<file path="config.mk">
export PLATFORM = sky130hd
export DESIGN_NAME = debounce_pulse
export DESIGN_NICKNAME = d
export VERILOG_FILES = /design/src/rtl/debounce_pkg.sv /design/src/rtl/debounce_pulse_bit_sync.sv /design/src/rtl/debounce_pulse.sv
export SDC_FILE = /design/constraint.sdc
export NUM_CORES = 1
export LEC_CHECK = 0
export ABC_CLOCK_PERIOD_IN_PS = 1400
export BUFFER_PORTS_ARGS = -buffer_cell sky130_fd_sc_hd__buf_2
export CORE_AREA = 2 2 39 41
export CTS_CLUSTER_DIAMETER = 80
export CTS_CLUSTER_SIZE = 24
export DETAILED_ROUTE_END_ITERATION = 10
export DIE_AREA = 0 0 41 43
export GPL_TIMING_DRIVEN = 0
export PLACE_DENSITY_LB_ADDON = 0.3
export SLEW_MARGIN = 20
export SYNTH_ARGS = -nofsm -noshare
export SYNTH_HDL_FRONTEND = slang
export SYNTH_SLANG_ARGS = --single-unit
</file>
<file path="constraint.sdc">
create_clock -name clk -period 1.4 [get_ports clk]
set_input_delay 0.28 -clock clk [delete_from_list [all_inputs] [get_ports clk]]
set_output_delay 0.28 -clock clk [all_outputs]
set_load 0.02 [all_outputs]
</file>
<file path="src/rtl/debounce_pkg.sv">
// Shared types and limits for the debounce/pulse input conditioner.
package debounce_pkg;

    typedef enum logic [1:0] {
        ST_LOW    = 2'b00,
        ST_CHK_HI = 2'b01,
        ST_HIGH   = 2'b10,
        ST_CHK_LO = 2'b11
    } state_e;

    localparam int SYNC_STAGES_MIN = 2;
    localparam int SYNC_STAGES_MAX = 4;
    localparam int DEBOUNCE_MIN    = 2;
    localparam int DEBOUNCE_MAX    = 65535;

endpackage

</file>
<file path="src/rtl/debounce_pulse_bit_sync.sv">
// N-flop synchronizer for a single asynchronous bit.
module bit_sync #(
    parameter int N = 2
) (
    input  logic clk,
    input  logic rst,
    input  logic d_i,
    output logic q_o
);

    logic [N-1:0] sync_q;

    always_ff @(posedge clk or posedge rst) begin
        if (rst) begin
            sync_q <= '0;
        end else begin
            sync_q <= {sync_q[N-2:0], d_i};
        end
    end

    assign q_o = sync_q[N-1];

endmodule

</file>
<file path="src/rtl/debounce_pulse.sv">
// Synchronize, debounce and edge-detect a raw level into clean
// single-cycle rise/fall strobes plus the stable level.
module debounce_pulse
    import debounce_pkg::*;
#(
    parameter int SYNC_STAGES     = 2,
    parameter int DEBOUNCE_CYCLES = 4,
    parameter int CNT_W           = $clog2(DEBOUNCE_CYCLES + 1)
) (
    input  logic clk,
    input  logic rst,
    input  logic raw_in,
    output logic level_out,
    output logic rise_pulse,
    output logic fall_pulse
);

    if (SYNC_STAGES < SYNC_STAGES_MIN || SYNC_STAGES > SYNC_STAGES_MAX) begin : g_bad_sync
        $error("debounce_pulse: SYNC_STAGES out of range");
    end
    if (DEBOUNCE_CYCLES < DEBOUNCE_MIN || DEBOUNCE_CYCLES > DEBOUNCE_MAX) begin : g_bad_deb
        $error("debounce_pulse: DEBOUNCE_CYCLES out of range");
    end

    localparam logic [CNT_W-1:0] CNT_LAST = CNT_W'(DEBOUNCE_CYCLES - 1);
    localparam logic [CNT_W-1:0] CNT_ONE  = CNT_W'(1);

    logic s;

    state_e           state_q, state_d;
    logic [CNT_W-1:0] cnt_q, cnt_d;
    logic             level_q, level_d;
    logic             rise_q, rise_d;
    logic             fall_q, fall_d;

    bit_sync #(
        .N (SYNC_STAGES)
    ) u_sync (
        .clk (clk),
        .rst (rst),
        .d_i (raw_in),
        .q_o (s)
    );

    always_ff @(posedge clk or posedge rst) begin
        if (rst) begin
            state_q <= ST_LOW;
            cnt_q   <= '0;
            level_q <= 1'b0;
            rise_q  <= 1'b0;
            fall_q  <= 1'b0;
        end else begin
            state_q <= state_d;
            cnt_q   <= cnt_d;
            level_q <= level_d;
            rise_q  <= rise_d;
            fall_q  <= fall_d;
        end
    end

    always_comb begin
        state_d = state_q;
        cnt_d   = cnt_q;
        level_d = level_q;
        rise_d  = 1'b0;
        fall_d  = 1'b0;
        case (state_q)
            ST_LOW: begin
                if (s) begin
                    state_d = ST_CHK_HI;
                    cnt_d   = CNT_ONE;
                end else begin
                    cnt_d   = '0;
                end
            end
            ST_CHK_HI: begin
                if (!s) begin
                    state_d = ST_LOW;
                    cnt_d   = '0;
                end else if (cnt_q == CNT_LAST) begin
                    state_d = ST_HIGH;
                    cnt_d   = '0;
                    level_d = 1'b1;
                    rise_d  = 1'b1;
                end else begin
                    cnt_d   = cnt_q + CNT_ONE;
                end
            end
            ST_HIGH: begin
                if (!s) begin
                    state_d = ST_CHK_LO;
                    cnt_d   = CNT_ONE;
                end else begin
                    cnt_d   = '0;
                end
            end
            ST_CHK_LO: begin
                if (s) begin
                    state_d = ST_HIGH;
                    cnt_d   = '0;
                end else if (cnt_q == CNT_LAST) begin
                    state_d = ST_LOW;
                    cnt_d   = '0;
                    level_d = 1'b0;
                    fall_d  = 1'b1;
                end else begin
                    cnt_d   = cnt_q + CNT_ONE;
                end
            end
            default: begin
                state_d = ST_LOW;
                cnt_d   = '0;
                level_d = 1'b0;
            end
        endcase
    end

    assign level_out  = level_q;
    assign rise_pulse = rise_q;
    assign fall_pulse = fall_q;

endmodule
</file>
# Word level (Yosys, flattened, before mapping)
# Index checks and enable logic that the tools add are counted.
# op_classes
n_addsub,1
eq_ne,12
mux,23
n_reduce_logical,4
# op_table
op,n
$mux 2,6
$pmux 3 s4,1
$mux 1,11
$mux 3,3
$ne 2x2->1 const B,4
$pmux 2 s4,1
$reduce_and 5->1,1
$eq 2x2->1 const B,2
$ne 2x1->1 const B,2
$reduce_and 4->1,1
$add 3x1->3 const B,1
$eq 3x2->1 const B,1
$ne 3x2->1 const B,1
$ne 3x3->1 const B,1
$eq 2x1->1 const B,1
$logic_not 2->1,1
$pmux 1 s2,1
$reduce_bool 2->1,1
# totals
register_bits,10
input_bits,3
out_inout_bits,3
elab_cells,46

# Longest topological paths before layout
# Gate-level depths: netlist of run 1.
# depth
depth_word,4
depth_mapped,4
depth_no_buf,4

# By module
# From an unflattened synthesis of run 1, not the netlist that was laid out.
# unflattened
hier_cells,28
area_unflattened_um2,385.4
# modules_own_cells
mod,instances,cells_per_inst,area_each_um2,seq_area_each_um2
debounce_pulse,1,25,331.6,200.2
bit_sync,1,3,53.8,50.0

# Worst setup path after synthesis of run 1
# No wires, ideal clock.
# synth_path
kind,register to register
start,register cnt_q[0]
end,register (tool-made name)
setup_ns,0.125
arrival_ns,1.057
required_time_ns,1.275
setup_slack_ns,0.218
path_stages_with_launch,4
n_path_buf,0
synth_period_minus_slack_ns,1.182
cell_sequence,dfrtp_1 -> ha_1 -> nand3b_1 -> mux2_2
# synth_rtl
item,line_no,source
start: declaration,debounce_pulse.sv:31,"logic [CNT_W-1:0] cnt_q, cnt_d;"
start signal: assignment,debounce_pulse.sv:54,cnt_q <= cnt_d;

==> results of run 1 <==
==> flip-flops by register name, indices dropped and copies added (netlist names), named ones only <==
register,count
cnt_q,3
u_sync.sync_q,2
state_q,1
level_out,1
fall_pulse,1
rise_pulse,1
==> routing by layer <==
metal	up-vias	GRT usage, %	share of wire [%]
li1	113	-	-
met1	107	8.67	45
met3	2	6.28	6.9
met2	10	11.9	46
met4	0	8.00	2.0
met5	-	0	0
==> cells by family (layout without fill, tap and decap cells) <==
kind of cell | after synthesis | count (layout) | synth area share (%)
AO/OA/AOI/OAI | 4 | 4 | 5.57
XOR/XNOR | 1 | 1 | 2.30
adder cells (fa/ha/maj) | 1 | 1 | 3.28
buffers and inverters | 1 | 10 | 0.983
flip-flops | 10 | 10 | 65.6
multiplexers | 1 | 1 | 2.95
AND/OR/NAND/NOR | 9 | 9 | 19.3
==> critical path: stages (launching register included) <==
cell and delay, ns:
dfrtp_1 0.38, ha_1 0.24, nand3b_1 0.19, mux2_2 0.35
==> layout by cell type, fill, tap and decap left out, types with 2 or more instances in the layout <==
master,count
and2_2,2
buf_2,5
clkbuf_4,3
dfrtp_1,10
nor3b_1,2
nor3b_2,2
o21ai_0,3
==> area by class of cell <==
type / count / area [um^2] / area share, %
inverter: 1 / 3.75 / 0.817
timing repair buffer: 6 / 35.0 / 7.63
multi-input combinational: 16 / 128 / 27.8
clock buffer: 3 / 22.5 / 4.90
sequential: 10 / 250 / 54.5
tap: 16 / 20.0 / 4.36
==> stage by stage <==
step	area (um^2)	total power, uW	setup slack, ns
floorplan	382	529	0.218
global placement	427	560	0.152
detailed placement	427	569	0.141
finish	459	753	0.132
global route	459	803	0.0900
CTS	459	767	0.130
==> worst paths after layout <==
kind | to | slack [ns] | depth (start not counted)
worst max-delay path | flip-flop | 0.13 | 3
worst min-delay path | u_sync.sync_q[0] | 0.12 | 1
worst max register to register | flip-flop | 0.13 | 3
worst min register to register | u_sync.sync_q[1] | 0.36 | 0
max in group asynchronous | cnt_q[1] | 0.61 | 3
min in group asynchronous | u_sync.sync_q[0] | 0.52 | 3
==> power groups by stage <==
| stage | sequential [uW] | clock [uW] | combinational, uW |
|---|---|---|---|
| floorplan | 397 | 0 | 133 |
| global placement | 401 | 0 | 159 |
| detailed placement | 404 | 0 | 165 |
| CTS | 398 | 201 | 168 |
| global route | 407 | 214 | 182 |
| finish | 399 | 191 | 163 |
==> timing repair <==
action                                  CTS  global route
hold buffers                              1             0
endpoints found under the hold margin    10             0
endpoints found under the setup margin    0             0
resized for setup                         0             0
==> summary.txt, run 1 <==
Outcome
  – Status: finished clean

Final layout
  – Number of diodes: 0
  – Layout cells sized above 1: around 36%
  – Final std cells w/o fill: between 50 and 60
  – Fill count: around 140
  – Final Util: between 30% and 40%
  – NumNets Final: 42
  – Area grow syn2layout: 20.3%

Yosys
  – Commonest cells post-synth: dfrtp_1 (10), o21ai_0 (3), and2_2 (2), nor3b_1 (2), nor3b_2 (2)
  – Yosys warns: 0
  – Cells after Synth: 27
  – Post-synth EDFFs: 0
  – Synth area leader: dfrtp_1
  – Syn Area/Cell: approximately 14 um^2
  – Sequential area share after synthesis: between 60 and 70%
  – Post-synth top flop: dfrtp_1
  – Largest cells by area after synthesis: dfrtp_1 (66%), nor3b_2 (6.6%), o21ai_0 (3.9%), and2_2 (3.9%), nor3b_1 (3.9%)
  – Async S/R FF share, synth: 100%
  – Mapped Nets: 31
  – Synth top area share: 65.6%
  – Yosys reg bits: 10
  – Library cells used by synthesis: 13
  – Most frequent cell after synthesis: dfrtp_1
  – Syn Std Cell Area: around 380 um^2

Worst setup path
  – Worst endpoint data arrival time: approximately 1.4 ns
  – Startpoint Class: flip-flop
  – Worst Path Required: between 1.5 and 2 ns
  – Setup crit end kind: flip-flop
  – Crit-path max FO: 5
  – Critical path origin: cnt_q[0]
  – Kind of critical path: reg2reg
  – RR Startpoint: cnt_q[0]

Routing
  – Routed WL per cell: about 11 um
  – Routed vias: 232
  – Antenna-violating nets left: 0
  – 1st-iter DRT viols: 1
  – Vias per inst: ~4.5
  – DRC viols: 0
  – Drt pass-1 iters: 2
  – WL final: 551 um

Floorplan
  – Die footprint: 1760 um^2
  – Starting Density: between 20% and 30%
  – Cell Rows: 14
  – Core area: 1380 um^2
  – Die Y: 43 um
  – I/O pins: 6
  – Die width: 41 um

Clock tree
  – Clock insertion delay at the later pin of the skew report: around 0.26 ns
  – TritonCTS clock tree: built
  – Number of CTS-inserted buffers: 3
  – Clock Sinks: 10
  – Clock buffer depth: 2
  – CTS root buf: clkbuf_4
  – Postcts setup bufs: 0
  – Clk slew on worst S/H paths: around 0.06 ns
  – H-tree levels: 1

Timing
  – Setup TNS: 0 ns
  – Final hold violations: 0
  – Final setup vio count: 0
  – RSZ-0062 raised after global routing: false
  – Worst-Margin Slew: ~0.37 ns
  – Final period utilization: roughly 90%
  – Fin Hold WS: roughly 0.12 ns
  – Relative slew slack: 75.4%
  – Max Slew Vio Count: 0
  – Peak Freq: slightly below 800 MHz
  – Minimum clock period: roughly 1.3 ns
  – Clk_skew: roughly 0.0013 ns

Pwr
  – Sw Ratio: between 20 and 30%
  – P_leak: 0.000216 uW
  – Clock Power Share: approximately a quarter
  – Pwr/cell area: approximately 1600 nW/um^2
  – VDD IR max: 0.000650 V
  – Sequential Power Share: 52.9%
  – P_int: approximately 540 uW
  – Comb power frac: 21.7%
  – Sw Pwr: 212 uW

Global routing
  – Total GRT Usage: 8.93%
  – GRT overflow: 0
  – Vias in the first global route: 265
  – Largest net degree at the start of global routing: 11
  – First-pass GRT wire length: around 960 um
  – Initial antenna violation count: 0

Hold path
  – Hold path start: raw_in
  – HP Class: in2reg

Placement
  – GP Congestion: between 0.7 and 0.8
  – Port Buffer Count: 5
  – Post-Place Cells: 48

Flow run
  – Number of max-cap violations: 0
Power figures use the tool's default switching activity.
==> run 2: changes to the inputs <==
--- a/config.mk
+++ b/config.mk
@@ -5,7 +5,8 @@
 export SDC_FILE = /design/constraint.sdc
 export NUM_CORES = 1
 export LEC_CHECK = 0
-export ABC_CLOCK_PERIOD_IN_PS = 1400
+export ABC_AREA = 1
+export ABC_CLOCK_PERIOD_IN_PS = 1600
 export BUFFER_PORTS_ARGS = -buffer_cell sky130_fd_sc_hd__buf_2
 export CORE_AREA = 2 2 39 41
 export CTS_CLUSTER_DIAMETER = 80
@@ -13,6 +14,7 @@
 export DETAILED_ROUTE_END_ITERATION = 10
 export DIE_AREA = 0 0 41 43
 export GPL_TIMING_DRIVEN = 0
+export HOLD_SLACK_MARGIN = 0.12
 export PLACE_DENSITY_LB_ADDON = 0.3
 export SLEW_MARGIN = 20
 export SYNTH_ARGS = -nofsm -noshare
==> constraint.sdc (replaced) <==
create_clock -name clk -period 1.6 [get_ports clk]
set_input_delay 0.32 -clock clk [delete_from_list [all_inputs] [get_ports clk]]
set_output_delay 0.32 -clock clk [all_outputs]
set_load 0.02 [all_outputs]
==> run 2 against run 1 <==
Flip-flop and latch count is the same. Die area is the same. Count of clock-buffer cells in the layout grew 1.
==> summary.txt, run 2 <==
Final layout
  – Commonest non-fill, non-tap cell in the layout: dfrtp_1
  – NumNets Final: 58 (+38%)
  – Largest Register: cnt_q
  – Area grow syn2layout: 21.7%
  – Final std cells w/o fill: 69 (+33%)
  – Layout cells sized above 1: 28.3% (-7.8 points)
  – Number of diodes: 0 (unchanged)
  – Top flop regs: cnt_q: 3 flops, u_sync.sync_q: 2 flops
  – Number of flip-flops in the largest register: 3 (unchanged)
  – Commonest cells after routing, fill and taps aside: dfrtp_1 (10), inv_1 (9), nand2_1 (6)

Worst setup path
  – Kind of critical path: reg2reg
  – Reg-to-Reg End: level_out
  – Startpoint Class: flip-flop
  – Worst Path Required: 1.74 ns (+0.19 ns)
  – Setup crit end kind: flip-flop
  – R2R depth: 4 (+1)
  – RR Startpoint: cnt_q[0]
  – Worst endpoint data arrival time: 1.27 ns (-0.15 ns)
  – Reg2Reg Setup Slack: 0.47 ns (+0.34 ns)
  – Crit-path max FO: 5 (unchanged)

Clock tree
  – TritonCTS clock tree: built
  – Clock buffer depth: 2 (unchanged)
  – Clock Sinks: 10 (unchanged)
  – Postcts setup bufs: 0 (unchanged)
  – Number of CTS-inserted buffers: 3 (unchanged)
  – CTS root buf: clkbuf_4
  – Clk slew on worst S/H paths: 0.06 ns (about the same)
  – Clock insertion delay at the later pin of the skew report: 0.26 ns (about the same)
  – PostCTS Resize Cnt: 0 (unchanged)
  – H-tree levels: 1 (unchanged)

Timing
  – Worst-Margin Slew: 0.379 ns (+0.0113 ns)
  – Max Slew Vio Count: 0 (unchanged)
  – Final WS setup: 0.474 ns (+0.342 ns)
  – Peak Freq: 888 MHz (+13%)
  – Final setup vio count: 0 (unchanged)
  – Relative slew slack: 74.7% (-0.75 points)
  – Clk_skew: 0.000190 ns (-0.00108 ns)
  – Minimum clock period: 1.13 ns (-0.142 ns)
  – Final hold violations: 0 (unchanged)
  – Setup TNS: 0 ns (unchanged)
  – Final period utilization: 70.4% (-20 points)
  – RSZ-0062 raised after global routing: false

Routing
  – Antenna-violating nets left: 0 (unchanged)
  – Drt pass-1 iters: 1 (-1)
  – DRC viols: 0 (unchanged)
  – 1st-iter DRT viols: 0 (-1)
  – Vias per inst: 4.23 (-5.1%)
  – Routed vias: 292 (+26%)
  – WL final: 663 um (+20%)
  – Routed WL per cell: 9.61 um (-9.3%)

Yosys
  – Yosys warns: 0 (unchanged)
  – Largest cells by area after synthesis: dfrtp_1 (59%), inv_1 (8.0%), nand4_1 (5.9%), nand2_1 (5.3%), nand2_2 (4.5%)
  – Library cells used by synthesis: 12 (-1)
  – Post-synth EDFFs: 0 (unchanged)
  – Syn Std Cell Area: 422 um^2 (+10%)
  – Async S/R FF share, synth: 100% (unchanged)
  – Mapped Nets: 47 (+52%)
  – Synth area leader: dfrtp_1
  – Post-synth top flop: dfrtp_1
  – Syn Area/Cell: 9.81 um^2 (-31%)
  – Cells after Synth: 43 (+59%)
  – Yosys reg bits: 10 (unchanged)
  – Sequential area share after synthesis: 59.3% (-6.2 points)
  – Most frequent cell after synthesis: dfrtp_1
  – Synth top area share: 59.3% (-6.2 points)
  – Commonest cells post-synth: dfrtp_1 (10), inv_1 (9), nand2_1 (6), nand4_1 (4)

Hold path
  – Hold path depth: 1 (unchanged)
  – HP Class: in2reg
  – Hold Path Sink: u_sync.sync_q[0]
  – Hold path start: raw_in

Floorplan
  – Die footprint: 1760 um^2 (unchanged)
  – Die Y: 43 um (unchanged)
  – Starting Density: 30.5% (+2.9 points)
  – Cell Rows: 14 (unchanged)
  – Core area: 1380 um^2 (unchanged)
  – I/O pins: 6 (unchanged)
  – Die width: 41 um (unchanged)

Outcome
  – Status: finished clean

Global routing
  – Vias in the first global route: 298 (+12%)
  – Initial antenna violation count: 0 (unchanged)
  – Total GRT Usage: 9.93% (+1.0 points)
  – First-pass GRT wire length: 1080 um (+13%)
  – Largest net degree at the start of global routing: 11 (unchanged)
  – GRT overflow: 0 (unchanged)

Pwr
  – P_leak: 0.000280 uW (+30%)
  – VDD IR max: 0.000551 V (-15%)
  – Pwr/cell area: 1470 nW/um^2 (-11%)

Placement
  – Port Buffer Count: 5 (unchanged)
  – Post-Place Worst Slack: 0.472 ns (+0.331 ns)
  – GP Congestion: 0.711 (-0.11%)
  – Hpwl dp: 544 um
  – Post-Place Cells: 64 (+33%)

Flow run
  – Number of max-cap violations: 0 (unchanged)
[run 2: area by class of cell]
cell class              count  area, um^2
fillers                   140         871
multi-input cells          23         134
clock buffers               4        36.3
repair buffers              6        35.0
flip-flops and latches     10         250
well taps                  16        20.0
inverters                  10        37.5
[run 2: critical path, cell delays in order (launching register included)]
cell and delay, ns:
dfrtp_1 0.35, ha_1 0.22, nand3_1 0.18, o21ai_0 0.18, nand2_1 0.08
[run 2: cell families after synthesis]
kind of cell             share of synthesized area (%)
AND/OR/NAND/NOR                                   26.4
AO/OA/AOI/OAI                                     2.37
buffers and inverters                             8.90
adder cells (fa/ha/maj)                           2.97
flip-flops                                        59.3
[run 2: worst max-delay path by stage]
| stage | slack [ns] | startpoint | endpoint |
|---|---|---|---|
| 6_report | 0.47 | cnt_q[0] | level_out |
| 5_1_grt | 0.36 | cnt_q[0] | level_out |
| 4_1_cts | 0.45 | cnt_q[0] | level_out |
| 3_5_place_dp | 0.47 | cnt_q[0] | level_out |
| 3_3_place_gp | 0.49 | cnt_q[0] | level_out |
| 2_1_floorplan | 0.60 | cnt_q[0] | level_out |
[run 2: metrics by stage]
step	utilization, %	cell area [um^2]	power (uW)	hold slack (ns)
floorplan	-	422	492	0.160
global placement	33.7	467	533	0.303
detailed placement	33.7	467	543	0.314
CTS	37.1	513	770	0.152
global route	37.1	513	823	0.143
finish	37.1	513	752	0.164
[run 2: metal layers]
metal | track usage [%] | share of wire, % | up-vias
met1 | 7.95 | 41 | 129
met3 | 6.28 | 5.6 | 2
met5 | 0 | 0 | -
met2 | 16.6 | 52 | 7
met4 | 6.00 | 1.8 | 0
li1 | - | - | 154
[run 2: power by group]
part / leakage [uW] / internal (uW) / switching [uW]
clock: 0.0000210 / 138 / 81.2
combinational: 0.000130 / 69.9 / 116
sequential: 0.000129 / 305 / 41.8
total: 0.000280 / 513 / 239
[run 2: what timing repair did]
action                                  in CTS  in global routing
hold buffers                                 1                  0
endpoints found under the hold margin       10                  0
endpoints found under the setup margin       0                  0
==> run 3: changes to the inputs <==
--- a/config.mk
+++ b/config.mk
@@ -6,7 +6,7 @@
 export NUM_CORES = 1
 export LEC_CHECK = 0
 export ABC_AREA = 1
-export ABC_CLOCK_PERIOD_IN_PS = 1600
+export ABC_CLOCK_PERIOD_IN_PS = 1000
 export BUFFER_PORTS_ARGS = -buffer_cell sky130_fd_sc_hd__buf_2
 export CORE_AREA = 2 2 39 41
 export CTS_CLUSTER_DIAMETER = 80
==> constraint.sdc (replaced) <==
create_clock -name clk -period 1 [get_ports clk]
set_input_delay 0.2 -clock clk [delete_from_list [all_inputs] [get_ports clk]]
set_output_delay 0.2 -clock clk [all_outputs]
set_load 0.02 [all_outputs]
==> run 3 against run 2 <==
Critical path depth shrank 3. Register-to-register slack got worse by 0.47 ns. Combinational power grew 120%. Largest cell class unchanged. Flip-flop and latch count did not move. Largest power group unchanged. First-iteration DRC count rose by 2. Cell count rose by 7.2%. Via count rose by 14%. Total power rose by 81%. Highest routed layer unchanged.
==> summary.txt, run 3 (synthesis results as in run 2) <==
Floorplan
  – Die width: 41 um (unchanged)
  – Die Y: 43 um (unchanged)
  – Die footprint: 1760 um^2 (unchanged)
  – Cell Rows: 14 (unchanged)
  – I/O pins: 6 (unchanged)
  – Starting Density: 30.5% (unchanged)
  – Core area: 1380 um^2 (unchanged)

Routing
  – DRC viols: 0 (unchanged)
  – WL final: 767 um (+16%)
  – 1st-iter DRT viols: 2 (+2)
  – Routed WL per cell: 10.4 um (+7.9%)
  – Drt pass-1 iters: 3 (+2)
  – Vias per inst: 4.51 (+6.7%)
  – Antenna-violating nets left: 0 (unchanged)
  – Routed vias: 334 (+14%)

Pwr
  – VDD IR max: 0.000974 V (+77%)
  – P_leak: 0.000305 uW (+8.8%)
  – Pwr/cell area: 2250 nW/um^2 (+54%)

Final layout
  – Commonest cells after routing, fill and taps aside: inv_1 (8), dfrtp_1 (8), nand2_1 (5)
  – Top flop regs: cnt_q: 3 flops, u_sync.sync_q: 2 flops
  – Largest Register: cnt_q
  – Final instance area: 606 um^2 (+18%)
  – Number of diodes: 0 (unchanged)
  – Fill count: 139 (-0.71%)
  – Layout cells sized above 1: 44.8% (+17 points)
  – NumNets Final: 63 (+8.6%)
  – Number of flip-flops in the largest register: 3 (unchanged)
  – Area grow syn2layout: 43.6%

Global routing
  – Largest net degree at the start of global routing: 11 (unchanged)
  – Total GRT Usage: 10.8% (+0.90 points)
  – Vias in the first global route: 324 (+8.7%)
  – Initial antenna violation count: 0 (unchanged)
  – GRT overflow: 0 (unchanged)
  – First-pass GRT wire length: 1230 um (+13%)

Placement
  – GP Congestion: 0.719 (+1.1%)
  – Hpwl dp: 527 um (-3.1%)
  – Port Buffer Count: 5 (unchanged)
  – Dpl cell area: 469 um^2 (+0.54%)

Clock tree
  – Number of CTS-inserted buffers: 3 (unchanged)
  – Clock insertion delay at the later pin of the skew report: 0.26 ns (about the same)
  – Clock buffer depth: 2 (unchanged)
  – H-tree levels: 1 (unchanged)
  – Clk slew on worst S/H paths: 0.07 ns (about the same)
  – CTS root buf: clkbuf_4
  – TritonCTS clock tree: built
  – Clock Sinks: 10 (unchanged)

Worst setup path
  – CP Capture Point: level_out
  – Worst Path Required: 0.80 ns (-0.94 ns)
  – Reg2Reg Setup Slack: 0.009 ns (-0.47 ns)
  – RR Startpoint: cnt_q[0]
  – R2R depth: 4 (unchanged)
  – Buffers plus inverters on the worst setup path: 1 (+1)
  – Worst endpoint data arrival time: 0.79 ns (-0.48 ns)
  – Delay-heaviest family, CP: flip-flops
  – Levels on crit path: 1 (-3)
  – CP Cell Sequence: buf_6
  – CP max stage cell: dfrtp_1
  – Reg-to-Reg End: level_out
  – Critical path origin: level_out
  – Setup crit end kind: output pin
  – Kind of critical path: reg2out
  – Startpoint Class: flip-flop
  – Crit-path max FO: 2 (-3)
  – Crit path largest cell delay: 0.39 ns (+0.04 ns)

Timing
  – Minimum clock period: a little under 1 ns
  – Clk_skew: 0.000363 ns (+0.000173 ns)
  – Final period utilization: around 99%
  – Fin Hold WS: 0.358 ns (+0.194 ns)
  – RSZ-0062 raised after global routing: true
  – Final hold violations: 0 (unchanged)
  – Final setup vio count: 0 (unchanged)
  – Max Slew Vio Count: 0 (unchanged)
  – Worst-Margin Slew: 0.369 ns (-0.0100 ns)
  – Relative slew slack: 75.3% (+0.67 points)
  – Peak Freq: roughly 1000 MHz

Hold path
  – Hold path depth: 0 (-1)
  – HP Class: reg2reg

Outcome
  – Status: finished clean

Flow run
  – Number of max-cap violations: 0 (unchanged)
## run 3: cell count changes in the layout (fill, tap and decap cells not counted), sizes merged
cell	delta
dlygate4sd3	+1
buf	+4
## run 3: stage by stage
step / utilization (%) / setup WS, ns / total power (uW) / setup TNS, ns / instances
final: 43.8 / 0.00867 / 1360 / 0 / 74
after global routing: 43.8 / -0.0491 / 1470 / -0.107 / 74
after CTS: 40.1 / 0.00370 / 1320 / 0 / 71
after detailed placement: 33.9 / -0.0907 / 868 / -0.0907 / 64
after global placement: 33.9 / -0.0875 / 859 / -0.0899 / 64
after floorplan: - / 0.00808 / 791 / 0 / 43
## run 3: final cells by class
type                            count  area [um^2]  share of cell area [%]
Multi-Input combinational cell     23          165                    27.3
Timing Repair Buffer               11         93.8                    15.5
Inverter                           10         37.5                    6.20
Clock buffer                        4         36.3                    5.99
Sequential cell                    10          253                    41.7
Tap cell                           16         20.0                    3.31
## run 3: worst min-delay path by stage
stage,start,endpoint,slack (ns)
6_report,u_sync.sync_q[0],u_sync.sync_q[1],0.36
5_1_grt,u_sync.sync_q[0],u_sync.sync_q[1],0.37
4_1_cts,u_sync.sync_q[0],u_sync.sync_q[1],0.36
3_5_place_dp,rst,u_sync.sync_q[0],0.20
3_3_place_gp,rst,u_sync.sync_q[1],0.20
2_1_floorplan,rst,async pin,0.04
## run 3: per-layer routing
metal  share of wire [%]  global-route usage, %
met1                  41                   12.2
met2                  52                   15.3
met3                 2.6                   3.14
met4                 4.3                   10.0
met5                   0                      0
## run 3: what timing repair did
item | in CTS | in global routing
endpoints found under the setup margin | 3 | 7
hold buffers | 2 | 0
endpoints found under the hold margin | 11 | 0
gates resized for setup | 5 | 10
pin swaps | 1 | 2
buffers inserted | 1 | 3
## run 3: report_power, final
part / internal [uW] / total, uW / switching [uW] / leakage [uW]
combinational: 196 / 405 / 208 / 0.000157
clock: 221 / 364 / 143 / 0.0000210
sequential: 495 / 596 / 101 / 0.000127
total: 912 / 1360 / 452 / 0.000305
